===== src/rtl/button_run_ctrl_pkg.sv =====
// Shared definitions for the button-driven run controller: state encodings and width helper.
package button_run_ctrl_pkg;

  typedef logic [2:0] stateT;

  localparam stateT IDLE      = 3'd0;
  localparam stateT ISSUE     = 3'd1;
  localparam stateT START     = 3'd2;
  localparam stateT WAIT_DONE = 3'd3;
  localparam stateT ERR       = 3'd4;

  // clog2 that never collapses to a zero-width vector
  function automatic int widthOf(input int n);
    return (n <= 1) ? 1 : $clog2(n);
  endfunction

endpackage


===== src/rtl/button_run_ctrl_run_watchdog.sv =====
// Cycle counter that flags a core that stays in WAIT_DONE for TIMEOUT cycles without completing.
module run_watchdog
  import button_run_ctrl_pkg::*;
#(
  parameter int TIMEOUT = 1000000
) (
  input  logic iClk,
  input  logic iRst,
  input  logic iClear,
  input  logic iCount,
  output logic oExpire
);

  localparam int CW = widthOf(TIMEOUT + 1);
  localparam logic [CW-1:0] LAST = CW'(TIMEOUT - 1);

  logic [CW-1:0] count;

  always_ff @(posedge iClk) begin
    if (iRst || iClear) begin
      count <= '0;
    end else if (iCount) begin
      count <= count + CW'(1);
    end
  end

  // Fires on the cycle the count would reach TIMEOUT, so the FSM lands in ERR exactly TIMEOUT cycles after entry
  assign oExpire = (TIMEOUT != 0) && iCount && (count == LAST);

endmodule


===== src/rtl/button_run_ctrl.sv =====
// Turns synchronized start/mode button pulses into a one-deep-queued start handshake for the CNN core.
//  state     | meaning
//  IDLE      | no run; mode press cycles mode, start press launches
//  ISSUE     | waiting for core ready
//  START     | one-cycle start strobe to core
//  WAIT_DONE | run in flight, watchdog counting
//  ERR       | core never finished; start press acknowledges
module button_run_ctrl
  import button_run_ctrl_pkg::*;
#(
  parameter int MODE_NUM = 4,
  parameter int CNT_W    = 8,
  parameter int TIMEOUT  = 1000000
) (
  input  logic                          iClk,
  input  logic                          iRst,
  input  logic                          iStartBtn,
  input  logic                          iModeBtn,
  input  logic                          iCoreReady,
  input  logic                          iCoreDone,
  output logic                          oCoreStart,
  output logic [widthOf(MODE_NUM)-1:0]  oMode,
  output logic                          oBusy,
  output logic                          oPending,
  output logic                          oErr,
  output logic [CNT_W-1:0]              oRunCount
);

  localparam int MODE_W = widthOf(MODE_NUM);
  localparam logic [MODE_W-1:0] MODE_LAST = MODE_W'(MODE_NUM - 1);

  stateT state, stateNext;
  logic  inWait, doneHit, wdExpire;

  assign inWait  = (state == WAIT_DONE);
  assign doneHit = inWait && iCoreDone;

  run_watchdog #(.TIMEOUT(TIMEOUT)) uWatchdog (
    .iClk    (iClk),
    .iRst    (iRst),
    .iClear  (!inWait),
    .iCount  (inWait && !iCoreDone),
    .oExpire (wdExpire)
  );

  always_ff @(posedge iClk) begin
    if (iRst) state <= IDLE;
    else      state <= stateNext;
  end

  always_comb begin
    stateNext = state;
    case (state)
      IDLE:      if (iStartBtn) stateNext = ISSUE;
      ISSUE:     if (iCoreReady) stateNext = START;
      START:     stateNext = WAIT_DONE;
      WAIT_DONE: begin
        // done beats a simultaneous watchdog expiry
        if (iCoreDone)     stateNext = (oPending || iStartBtn) ? ISSUE : IDLE;
        else if (wdExpire) stateNext = ERR;
      end
      ERR:       if (iStartBtn) stateNext = IDLE;
      default:   stateNext = IDLE;
    endcase
  end

  always_comb begin
    oCoreStart = 1'b0;
    oBusy      = 1'b0;
    oErr       = 1'b0;
    case (state)
      ISSUE:     oBusy = 1'b1;
      START:     begin oBusy = 1'b1; oCoreStart = 1'b1; end
      WAIT_DONE: oBusy = 1'b1;
      ERR:       oErr = 1'b1;
      default:   ;
    endcase
  end

  always_ff @(posedge iClk) begin
    if (iRst) begin
      oMode     <= '0;
      oPending  <= 1'b0;
      oRunCount <= '0;
    end else begin
      if (state == IDLE && iModeBtn) begin
        oMode <= (oMode == MODE_LAST) ? '0 : oMode + MODE_W'(1);
      end
      if (doneHit) begin
        oRunCount <= oRunCount + CNT_W'(1);
      end
      // a done consumes the queued press (or a same-cycle press); expiry drops it
      if (doneHit || (inWait && wdExpire)) begin
        oPending <= 1'b0;
      end else if (iStartBtn && oBusy) begin
        oPending <= 1'b1;
      end
    end
  end

endmodule

===== config.mk =====
export PLATFORM = sky130hd
export DESIGN_NAME = button_run_ctrl
export DESIGN_NICKNAME = d
export VERILOG_FILES = /design/src/rtl/button_run_ctrl_pkg.sv /design/src/rtl/button_run_ctrl_run_watchdog.sv /design/src/rtl/button_run_ctrl.sv
export SDC_FILE = /design/constraint.sdc
export NUM_CORES = 1
export LEC_CHECK = 0
export ABC_AREA = 1
export BUFFER_PORTS_ARGS = -buffer_cell sky130_fd_sc_hd__clkbuf_2
export CAP_MARGIN = 20
export CORE_UTILIZATION = 57
export DETAILED_ROUTE_END_ITERATION = 16
export PLACE_DENSITY = 0.79
export SLEW_MARGIN = 20
export SYNTH_ARGS = -nofsm -noshare
export SYNTH_HDL_FRONTEND = slang
export SYNTH_SLANG_ARGS = --single-unit

===== constraint.sdc =====
create_clock -name iClk -period 1.9 [get_ports iClk]
set_input_delay 0.38 -clock iClk [delete_from_list [all_inputs] [get_ports iClk]]
set_output_delay 0.38 -clock iClk [all_outputs]
set_load 0.05 [all_outputs]

# Yosys cells after proc, flatten, opt, wreduce, memory -nomap -nowiden
# Cells that the tools add are included.
[word_totals]
regBits = 34
input_bits = 6
output_inout_bits = 14
[classes]
n_addsub = 3
eq_ne = 10
muxes = 11
reduce_logical = 15
[op_table]
columns = ["cell", "n"]
rows = [
  ["20-bit by 1-bit adder with 20-bit output (second input constant)", 1],
  ["20-bit equality test (second input constant)", 1],
  ["3-bit 2-to-1 mux", 5],
  ["3-bit case mux with 5 select lines", 1],
  ["8-bit by 1-bit adder with 8-bit output (second input constant)", 1],
  ["3-bit by 2-bit equality test with 1-bit output (second input constant)", 2],
  ["1-bit logical AND", 6],
  ["2-bit inequality test (second input constant)", 3],
  ["1-bit 2-to-1 mux", 4],
  ["4-bit AND reduction", 1],
  ["3-bit by 1-bit equality test with 1-bit output (second input constant)", 1],
  ["3-bit equality test (second input constant)", 1],
  ["3-bit zero test", 1],
  ["1-bit logical OR", 3],
  ["3-bit by 2-bit inequality test with 1-bit output (second input constant)", 1],
  ["3-bit OR reduction", 1],
  ["2-bit by 1-bit adder with 2-bit output (second input constant)", 1],
  ["2-bit equality test (second input constant)", 1],
  ["1-bit zero test", 2],
  ["2-bit 2-to-1 mux", 1],
  ["2-bit OR reduction", 1],
]

# Depth between registers and ports, before layout
[depth]
depth_word = 6
depth_mapped = 9

# Modules after synthesis
# Synthesis repeated with hierarchy kept, for this count alone.
[unflattened]
cells_unflattened = 289
area_unflattened_um2 = 1905.6
[modules_own_cells]
columns = ["mod", "instances", "cells_each", "area_each_um2", "seq_area_each_um2"]
rows = [
  ["run_watchdog", 1, 178, 1141.1, 400.4],
  ["button_run_ctrl", 1, 111, 764.5, 280.3],
]

# Worst setup path before layout
# OpenSTA, ideal clock, no wires.
[synth_timing]
path_kind = "register -> output"
start = "register state[0]"
end = "output oErr"
arrival_time_ns = 1.267
required_ns = 1.520
setup_slack_ns = 0.253
stages_incl_launch_ff = 4
n_path_buf = 0
path_cell_list = "dfxtp_1 -> nor2_1 -> inv_1 -> nor2_1"
[synth_between]
elab_chain_cells = 2
[synth_rtl]
columns = ["item", "line_no", "rtl"]
rows = [
  ["from (decl)", "button_run_ctrl.sv:32", "stateT state, stateNext;"],
  ["from (signal assigned)", "button_run_ctrl.sv:48", "else state <= stateNext;"],
  ["3-bit equality test", "button_run_ctrl.sv:71", "case (state)"],
  ["1-bit 2-to-1 mux", "button_run_ctrl.sv:71", ""],
  ["to (decl)", "button_run_ctrl.sv:25", "output logic oErr,"],
]
# No other way between the ends.

# Worst setup path in the final report
[layout_timing]
start = "register state[2]"
end = "output oCoreStart"
[layout_between]
elab_chain_cells = 2
[layout_rtl]
columns = ["item", "line_no", "rtl"]
rows = [
  ["3-bit by 2-bit equality test with 1-bit output", "button_run_ctrl.sv:71", ""],
  ["1-bit 2-to-1 mux", "button_run_ctrl.sv:71", ""],
  ["to (decl)", "button_run_ctrl.sv:21", "output logic oCoreStart,"],
]
# No other way between the ends.

==> run metrics <==
unrepaired setup endpoints after global routing no; maxcap violations 0; Place WS 346 ps; hold path cells 2; Layout Skew 7.48 ps; Resize count post-CTS 0; initial antenna violation count 0; critical path fanouts, max 6; Critical Path Sink Type output port; setup_tns 0 ps; relative slew slack 0.665; H-tree depth 2; Die ar. 0.00331 mm2; DRC viols 0; DRT Wirelength 3560 um; Die X 57.6 um; fin util 0.695; fraction of layout cells with a size suffix above 1 0.136; Slew Limit Fails 0; Synth Area per Inst about 6.6 um2; Startpoint Class register; library cells used by synthesis 26; Final ANT Viol Nets 0; Wirelength per Cell approximately 11 um; Initial Util 0.622; Setup Crit Path Kind reg -> out; met3 WL 150 um; Seq/Total Area, Yosys 0.387; Worst R2R Path Depth 6; Min-Delay Path Class in -> reg; Fin Hold WS slightly above 300 ps; Top Layer Used met4; Yosys warning total 0; Final setup violation count 0; clock sinks 34; Hold EP oRunCount[7]; via/cell ratio 5.17; crit path DAT 1380 ps; root buf cell clkbuf_4; hold_sp iRst; top post-synthesis cells by area dfxtp_1 (39%), nand2_1 (13%), nor2_1 (10%), inv_1 (8.5%), a21oi_1 (5.4%); Post-Syn Area roughly 0.0018 mm2; global-route wire length before repair 6180 um; Area growth syn-to-layout 11.7%; GRT Total Usage 0.242; final HPWL from detailed placement 2700 um; ANT cells 0; nets 304; TritonCTS clock tree yes; Met1 Wirelength about 1700 um; final worst slack 141 ps; FF-to-FF End uWatchdog.count[7]; Placed Area between 0.0015 and 0.002 mm2; total global routing overflow 0; clk_lat worst skew about 330 ps; total length of routed met2 wires between 1500 and 2000 um; Syn Nets about 280; Tightest Pin Transition 501 ps; post-synthesis register bit count 34; pin count of the biggest net entering global routing 10; most area-hungry cell type in the Yosys netlist dfxtp_1; cell count after placement 319; IO Pins 20; row cnt 19; Power, Total approximately 1.3 mW; static leakage between 0.8 and 0.9 nW; DRT iter0 DRCs 95; Reg clk slew, reported paths roughly 90 ps; status finished, final reports clean; gp weighted congestion 0.826; fin crit period ~1800 ps; FMAX 0.569 GHz; port buffer count 19; Post-CTS Setup Bufs 0; pwr/cell area 636 mW/mm2; cts bufs inserted 5; fin crit share 0.926; 1st-pass router iterations 4; post-synthesis instance total 266; Hold Buf Count CTS 0; Worst R2R Setup Slack 400 ps; routed vias 1686; vias in the first global route 1508; CTS max path bufs 2; Worst IR Drop VDD 0.000486 V; Synth top area share 0.387; fin cells 326; RR Startpoint state[1]; Design Area, Final 0.00197 mm2; Core ar. 0.00283 mm2; Vert. Die Dim 57.6 um; most common cell after layout, fill and taps aside nand2_1; Req. time, crit path 1520 ps; most frequent cells in the layout nand2_1 (61), nor2_1 (47), inv_1 (40); Final Hold Vio Count 0
## area by class of cell
cell class / instances / area (um2)
Multi-Input combinational cell: 190 / 923
Clock buffer: 7 / 45.0
Inverter: 41 / 154
Fill cell: 253 / 862
Tap cell: 31 / 38.8
Sequential cell: 34 / 681
Timing Repair Buffer: 23 / 125
## registers in the layout (all words and copies together) (netlist names)
register / flops
oMode: 2
oPending: 1
oRunCount: 8
state: 3
uWatchdog.count: 20
## worst max-delay path by stage
stage,cells after the start,from,slack [ps],end
3_3_place_gp,7,iRst,380,uWatchdog.count[9]
4_1_cts,4,state[0],80,oErr
6_report,4,state[2],140,oCoreStart
3_5_place_dp,7,iRst,350,uWatchdog.count[6]
2_1_floorplan,3,state[0],250,oErr
5_1_grt,3,state[2],10,oErr
## synth_stat cells
| cell | instances |
|---|---|
| a21oi_1 | 19 |
| a31oi_1 | 1 |
| buf_2 | 1 |
| dfxtp_1 | 34 |
| ha_1 | 3 |
| inv_1 | 40 |
| inv_2 | 1 |
| nand2_1 | 61 |
| nand2_2 | 2 |
| nand2_4 | 1 |
| nand3_1 | 18 |
| nand3_4 | 1 |
| nand4_1 | 6 |
| nor2_1 | 48 |
| nor2_2 | 2 |
| nor2_4 | 1 |
| nor3_1 | 4 |
| nor3_4 | 2 |
| nor3b_1 | 1 |
| o2111ai_1 | 1 |
| o211a_1 | 1 |
| o21a_1 | 1 |
| o21ai_0 | 14 |
| or2_2 | 1 |
| xnor2_1 | 1 |
| xor2_1 | 1 |
## logic make-up after synthesis
kind of cell / count (synthesis) / synth area share
xor gates and xnor gates: 2 / 0.00995
adders and majority gates: 3 / 0.0213
buffers and inverters: 42 / 0.0903
AOI/OAI and AO/OA: 37 / 0.112
and+or+nand+nor: 148 / 0.380
DFF: 34 / 0.387
## critical path, stage by stage (launching register included)
cell and delay, ps:
dfxtp_1 490, inv_1 160, nand3_1 130, inv_1 40, clkbuf_2 220
## routing by layer
layer	vias to the layer above	track usage
met4	0	0.0836
met2	33	0.410
li1	906	-
met5	-	0
met3	7	0.0612
met1	740	0.296
## report_power, final
group / switching, mW / internal (mW)
Clock: 0.227 / 0.140
Sequential: 0.0132 / 0.725
Combinational: 0.105 / 0.0409
Total: 0.345 / 0.906
Note: power is estimated with default switching activity, not from simulation.
